File: config.mk
export PLATFORM = sky130hd
export DESIGN_NAME = instr_encoder_flat
export DESIGN_NICKNAME = d
export VERILOG_FILES = /design/src/rtl/instr_encoder_if.sv /design/src/rtl/instr_encoder.sv /design/src/flat_wrapper.sv
export SDC_FILE = /design/constraint.sdc
export NUM_CORES = 1
export LEC_CHECK = 0
export CAP_MARGIN = 40
export CORE_MARGIN = 4
export CORE_UTILIZATION = 40
export DETAILED_ROUTE_END_ITERATION = 10
export PLACE_DENSITY = 0.88
export SETUP_SLACK_MARGIN = 0.1
export SLEW_MARGIN = 20
export SYNTH_ARGS = -nofsm -noshare
export SYNTH_HDL_FRONTEND = slang
export SYNTH_SLANG_ARGS = --single-unit
File: constraint.sdc
create_clock -name clk -period 1.88 [get_ports clk]
set_clock_uncertainty 0.2 [all_clocks]
set_input_delay 0.47 -clock clk [delete_from_list [all_inputs] [get_ports clk]]
set_output_delay 0.47 -clock clk [all_outputs]
set_load 0.02 [all_outputs]
File: src/rtl/instr_encoder_if.sv
// Beat/memory bus between the program loader, the instruction encoder and the
// instruction-memory write port.
interface instr_encoder_if #(
  parameter int ADDR_WIDTH = 10
);
  logic                  in_valid;
  logic                  in_ready;
  logic                  in_last;
  logic [4:0]            in_mnem;
  logic [4:0]            in_rs;
  logic [4:0]            in_rt;
  logic [4:0]            in_rd;
  logic [15:0]           in_imm;
  logic [25:0]           in_target;
  logic                  mem_we;
  logic [ADDR_WIDTH-1:0] mem_addr;
  logic [31:0]           mem_data;

  modport master (
    output in_valid, in_last, in_mnem, in_rs, in_rt, in_rd, in_imm, in_target,
    input  in_ready, mem_we, mem_addr, mem_data
  );

  modport slave (
    input  in_valid, in_last, in_mnem, in_rs, in_rt, in_rd, in_imm, in_target,
    output in_ready, mem_we, mem_addr, mem_data
  );
endinterface

File: src/rtl/instr_encoder.sv
// Streaming instruction encoder: packs symbolic instruction beats into 32-bit
// CPU words and writes them to instruction memory at sequential addresses.
module instr_encoder #(
  parameter int ADDR_WIDTH = 10,
  parameter int BASE_ADDR  = 0
) (
  input  logic                clk,
  input  logic                reset,
  input  logic                start,
  instr_encoder_if.slave      bus,
  output logic [ADDR_WIDTH:0] word_count,
  output logic                busy,
  output logic                done,
  output logic                full,
  output logic                err
);
  typedef enum logic [1:0] {FMT_I, FMT_J, FMT_R, FMT_JR} fmt_t;
  typedef enum logic [1:0] {IDLE, RUN, DONE} state_t;

  typedef struct packed {
    logic       legal;
    fmt_t       fmt;
    logic [5:0] op;
    logic [5:0] func;
  } mnem_info_t;

  localparam logic [ADDR_WIDTH-1:0] FIRST_ADDR = ADDR_WIDTH'(BASE_ADDR);
  localparam logic [ADDR_WIDTH-1:0] LAST_ADDR  = '1;
  localparam logic [ADDR_WIDTH-1:0] ADDR_ONE   = ADDR_WIDTH'(1);
  localparam logic [ADDR_WIDTH:0]   COUNT_ONE  = (ADDR_WIDTH + 1)'(1);

  // Field layout, opcode and function code for every mnemonic the decoder knows.
  function automatic mnem_info_t mnem_info(input int code);
    mnem_info_t info;
    info.legal = 1'b1;
    info.fmt   = FMT_R;
    info.op    = 6'h00;
    info.func  = 6'h00;
    case (code)
      0:  begin info.fmt = FMT_I;  info.op = 6'h23; end
      1:  begin info.fmt = FMT_I;  info.op = 6'h2b; end
      2:  begin info.fmt = FMT_J;  info.op = 6'h02; end
      3:  begin info.fmt = FMT_J;  info.op = 6'h03; end
      4:  begin info.fmt = FMT_I;  info.op = 6'h05; end
      5:  begin info.fmt = FMT_I;  info.op = 6'h08; end
      6:  info.func = 6'h0e;
      7:  info.func = 6'h20;
      8:  info.func = 6'h22;
      9:  info.func = 6'h2a;
      10: begin info.fmt = FMT_JR; info.func = 6'h08; end
      11: begin info.op = 6'h11;   info.func = 6'h00; end
      12: begin info.op = 6'h11;   info.func = 6'h02; end
      13: begin info.op = 6'h11;   info.func = 6'h03; end
      14: begin info.op = 6'h11;   info.func = 6'h04; end
      15: begin info.op = 6'h11;   info.func = 6'h05; end
      default: info.legal = 1'b0;
    endcase
    return info;
  endfunction

  mnem_info_t rom [32];

  generate
    for (genvar gi = 0; gi < 32; gi++) begin : g_rom
      assign rom[gi] = mnem_info(gi);
    end
  endgenerate

  mnem_info_t  info;
  logic [31:0] enc_word;

  always_comb begin
    info     = rom[bus.in_mnem];
    enc_word = '0;
    case (info.fmt)
      FMT_I:   enc_word = {info.op, bus.in_rs, bus.in_rt, bus.in_imm};
      FMT_J:   enc_word = {info.op, bus.in_target};
      FMT_JR:  enc_word = {info.op, bus.in_rs, 15'd0, info.func};
      default: enc_word = {info.op, bus.in_rs, bus.in_rt, bus.in_rd, 5'd0, info.func};
    endcase
  end

  state_t                state_reg;
  logic [ADDR_WIDTH-1:0] addr_reg;
  logic [ADDR_WIDTH:0]   word_count_reg;
  logic                  in_ready_reg;
  logic                  mem_we_reg;
  logic [ADDR_WIDTH-1:0] mem_addr_reg;
  logic [31:0]           mem_data_reg;
  logic                  busy_reg;
  logic                  done_reg;
  logic                  full_reg;
  logic                  err_reg;

  logic accept;
  logic at_last;
  logic terminate;

  assign accept    = (state_reg == RUN) && bus.in_valid;
  assign at_last   = (addr_reg == LAST_ADDR);
  // A legal write into the final word ends the load even without in_last.
  assign terminate = bus.in_last || (info.legal && at_last);

  always_ff @(posedge clk) begin
    if (reset) begin
      state_reg      <= IDLE;
      addr_reg       <= FIRST_ADDR;
      word_count_reg <= '0;
      in_ready_reg   <= 1'b0;
      mem_we_reg     <= 1'b0;
      mem_addr_reg   <= '0;
      mem_data_reg   <= '0;
      busy_reg       <= 1'b0;
      done_reg       <= 1'b0;
      full_reg       <= 1'b0;
      err_reg        <= 1'b0;
    end else begin
      mem_we_reg <= 1'b0;
      if (start) begin
        // start wins over any beat presented in the same cycle
        state_reg      <= RUN;
        addr_reg       <= FIRST_ADDR;
        word_count_reg <= '0;
        in_ready_reg   <= 1'b1;
        busy_reg       <= 1'b1;
        done_reg       <= 1'b0;
        full_reg       <= 1'b0;
        err_reg        <= 1'b0;
      end else if (accept) begin
        if (info.legal) begin
          mem_we_reg     <= 1'b1;
          mem_addr_reg   <= addr_reg;
          mem_data_reg   <= enc_word;
          word_count_reg <= word_count_reg + COUNT_ONE;
          if (at_last) begin
            full_reg <= 1'b1;
          end else begin
            addr_reg <= addr_reg + ADDR_ONE;
          end
        end else begin
          err_reg <= 1'b1;
        end
        if (terminate) begin
          state_reg    <= DONE;
          in_ready_reg <= 1'b0;
          busy_reg     <= 1'b0;
          done_reg     <= 1'b1;
        end
      end
    end
  end

  assign bus.in_ready = in_ready_reg;
  assign bus.mem_we   = mem_we_reg;
  assign bus.mem_addr = mem_addr_reg;
  assign bus.mem_data = mem_data_reg;
  assign word_count   = word_count_reg;
  assign busy         = busy_reg;
  assign done         = done_reg;
  assign full         = full_reg;
  assign err          = err_reg;
endmodule

File: src/flat_wrapper.sv
// flat-port wrapper written by rule: the top's interface ports become plain ports
module instr_encoder_flat 
#(
  parameter int ADDR_WIDTH = 10,
  parameter int BASE_ADDR  = 0
)
  (clk, reset, start, word_count, busy, done, full, err, bus_in_valid, bus_in_last, bus_in_mnem, bus_in_rs, bus_in_rt, bus_in_rd, bus_in_imm, bus_in_target, bus_in_ready, bus_mem_we, bus_mem_addr, bus_mem_data);
  instr_encoder_if #(.ADDR_WIDTH(ADDR_WIDTH)) bus_i ();
  input  logic clk;
  input  logic reset;
  input  logic start;
  output logic [ADDR_WIDTH:0] word_count;
  output logic busy;
  output logic done;
  output logic full;
  output logic err;
  input wire logic [$bits(bus_i.in_valid)-1:0] bus_in_valid;
  input wire logic [$bits(bus_i.in_last)-1:0] bus_in_last;
  input wire logic [$bits(bus_i.in_mnem)-1:0] bus_in_mnem;
  input wire logic [$bits(bus_i.in_rs)-1:0] bus_in_rs;
  input wire logic [$bits(bus_i.in_rt)-1:0] bus_in_rt;
  input wire logic [$bits(bus_i.in_rd)-1:0] bus_in_rd;
  input wire logic [$bits(bus_i.in_imm)-1:0] bus_in_imm;
  input wire logic [$bits(bus_i.in_target)-1:0] bus_in_target;
  output wire logic [$bits(bus_i.in_ready)-1:0] bus_in_ready;
  output wire logic [$bits(bus_i.mem_we)-1:0] bus_mem_we;
  output wire logic [$bits(bus_i.mem_addr)-1:0] bus_mem_addr;
  output wire logic [$bits(bus_i.mem_data)-1:0] bus_mem_data;
  assign bus_i.in_valid = bus_in_valid;
  assign bus_i.in_last = bus_in_last;
  assign bus_i.in_mnem = bus_in_mnem;
  assign bus_i.in_rs = bus_in_rs;
  assign bus_i.in_rt = bus_in_rt;
  assign bus_i.in_rd = bus_in_rd;
  assign bus_i.in_imm = bus_in_imm;
  assign bus_i.in_target = bus_in_target;
  assign bus_in_ready = bus_i.in_ready;
  assign bus_mem_we = bus_i.mem_we;
  assign bus_mem_addr = bus_i.mem_addr;
  assign bus_mem_data = bus_i.mem_data;
  instr_encoder #(.ADDR_WIDTH(ADDR_WIDTH), .BASE_ADDR(BASE_ADDR)) u_core (.clk(clk), .reset(reset), .start(start), .bus(bus_i), .word_count(word_count), .busy(busy), .done(done), .full(full), .err(err));
endmodule
==> impl_metrics.tcl <==
set metrics [dict create \
    syn_to_final_growth_pct 62.3 \
    drt_iter0_markers 188 \
    dp_hpwl_um 7820 \
    synthFlopType "dfxtp_1" \
    crit_required_ps 1910 \
    synthTopCellsByCount "dfxtp_1, nand2_1, a21oi_1, nor2_1, nor3_1" \
    r2r_setup_slack_ps 130 \
    ys_ff_latch 68 \
    grt-ovfl-total 0 \
    htree_levels 3 \
    ys_top_cells_by_area "dfxtp_1, a21oi_1, nand2_1, nor2_1, a211oi_1" \
    clockBufferDepth 2 \
    drt-wirelength-per-cell_um 17.9 \
    synth-edff-count 0 \
    critPathLaunchType "input pin" \
    synthArstFlopShare_pct 0 \
    critPathKind "input pin to flop" \
    ant_nets 0 \
    wl_met2_um 5840 \
    max-cap-violations 0 \
    core_um2 7770 \
    yosys_warnings 0 \
    insertion_delay_ps 350 \
    firstDrtPassIters 7 \
    tns_ps 0 \
    holdCritPathClass "input pin to flop" \
    status "finished clean" \
    vias 3670 \
    largest_reg_flops 32 \
    top_layer_used "met4" \
    fin_crit_ps 1780 \
    drive_gt1_share_pct 23.4 \
    fin_nets 611 \
    antenna_cells 0 \
    floorplan.initialDensity_pct 41.6 \
    pwr-share-comb_pct 14.7 \
    cp.arrival_ps 1810 \
    fp.dieH_um 97.8 \
    antenna_found_initial 0 \
    final_util_pct 67.4 \
    p_seq_share_pct 46.0 \
    timing.rr.end "u_core.bus.mem_data[6]$_SDFFE_PP0P_" \
    hold_viol 0 \
    powerDensity_nw_per_um2 608 \
    cts-root-buf "clkbuf_8" \
    totalWireLength_um 11600 \
    yosys.area.top_type "dfxtp_1" \
    rr_worst_depth 5 \
    fmax_ghz 0.563 \
    port_buffers 125 \
    cts_sinks 68 \
    grt_pass1_vias 3781 \
    p_int_uw 2390 \
    synth.cell_area_um2 3230 \
    slew_viol_final 0 \
    ioPinCount 126 \
    synth.most_common_cell "dfxtp_1" \
    cts_made_buffers 9 \
    synth_area_per_cell_um2 8.49 \
    synth_nets 453 \
    yosys.area.top_type_share_pct 42.2 \
    drc 0 \
    cts_tree "yes" \
    die-area_um2 9570 \
    critPathCaptureType "flop" \
    maxSlewHeadroom_pct 78.5 \
    dr_wl_met3_um 1070 \
    leakage_uw 0.00209 \
    switching_share_pct 25.1 \
    gp_congestion 0.891 \
    grt_start_max_net_pins 23 \
    ir_drop_mv 0.306 \
    p_sw_uw 800 \
    crit_end "u_core.bus.mem_data[20]$_SDFFE_PP0P_" \
    fp.dieW_um 97.8 \
    min_period_over_period_pct 94.5 \
    setup_viol 0 \
    synthDistinctLibCells 59 \
    rsz0062_at_grt "true" \
    track_usage_pct 23.2 \
    placementRows 32 \
    cp_max_fo 5 \
    r2r-start "u_core.state_reg[1]$_SDFFE_PP0P_" \
    clock_power_share_pct 39.3 \
    worstMarginPinSlew_ps 320 \
    crit_path_start "bus_in_mnem[3]" \
    syn-instance-count 380 \
    grt_first_pass_wirelength_um 18400 \
    vias_per_cell 5.69 \
    met1_length_um 4350 \
    clk_pin_slew_ps 80 \
    ys_seq_area_share_pct 42.2 \
]
[worst max-delay path, stage by stage]
cell	delay, ps
clkdlybuf4s15_2	250
or2b_1	320
a211o_4	390
a221oi_2	280
nor3_1	100
[layout make-up]
| type | count | area [um^2] |
|---|---|---|
| clock buffers | 12 | 155 |
| clock inverters | 4 | 47.5 |
| fillers | 582 | 2530 |
| inverters | 6 | 22.5 |
| multi-input cells | 278 | 1890 |
| flip-flops and latches | 68 | 1370 |
| well taps | 102 | 128 |
| repair buffers | 175 | 1630 |
[worst min path at each step]
stage	start	to	slack (ps)	cells past startpoint
global route	reset	u_core.bus.mem_addr[0]$_SDFFE_PP0P_	220	2
detailed placement	u_core.full$_SDFFE_PP0P_	u_core.full$_SDFFE_PP0P_	240	2
finish	reset	u_core.bus.mem_addr[4]$_SDFFE_PP0P_	220	2
CTS	reset	u_core.bus.mem_addr[4]$_SDFFE_PP0P_	210	2
global placement	u_core.full$_SDFFE_PP0P_	u_core.full$_SDFFE_PP0P_	240	2
floorplan	u_core.addr_reg[3]$_SDFFE_PP0P_	u_core.bus.mem_addr[3]$_SDFFE_PP0P_	260	2
[per-stage QoR]
stage          setup WS (ps)  hold slack, ps  area, um^2  instances  total power [uW]
4_1_cts                 95.8             209        5110        643              3170
3_3_place_gp            -553             237        4860        623              1930
3_5_place_dp            -693             245        4860        623              1930
5_1_grt                 84.5             223        5240        645              3300
6_report                 104             220        5240        645              3190
2_1_floorplan           68.7             263        3280        380              1670
[timing repair]
action,in CTS,in global routing
gates resized for setup,94,51
pin swaps,7,9
endpoints found under the setup margin,126,50
setup buffers,2,1
gates cloned,2,1
hold buffers,0,0
[metal layers]
layer | GRT usage [%] | vias up
met2 | 41.7 | 194
met5 | 0 | -
li1 | - | 1702
met4 | 7.45 | 0
met1 | 25.9 | 1739
met3 | 7.57 | 35
[cells in the final DEF, fill, tap and decap left out, drive strengths merged, types with 7 or more instances in the layout]
cell type      instances
dfxtp                 68
clkdlybuf4s50         59
buf                   51
nand2                 45
dlygate4sd2           44
a21oi                 42
nor2                  32
clkbuf                21
nor3                  15
o21ai                 14
nand3                 11
or3                   11
a211oi                11
clkdlybuf4s15         11
a22oi                  8
a221oi                 7
[kinds of logic after synthesis]
| family | Yosys count | synth area share (%) |
|---|---|---|
| compound gates | 103 | 20.7 |
| xor+xnor | 9 | 2.44 |
| fa+ha+maj | 6 | 2.33 |
| buf+inv | 35 | 5.43 |
| flops | 68 | 42.2 |
| mux | 8 | 2.60 |
| simple gates | 151 | 24.3 |
[power groups by stage]
stage	clock (uW)	combinational, uW	sequential (uW)
after floorplan	0	157	1520
after global placement	0	426	1500
after detailed placement	0	433	1500
after CTS	1260	442	1470
after global routing	1330	496	1470
final	1250	469	1470
No activity file was read; power rests on OpenSTA's default activity.
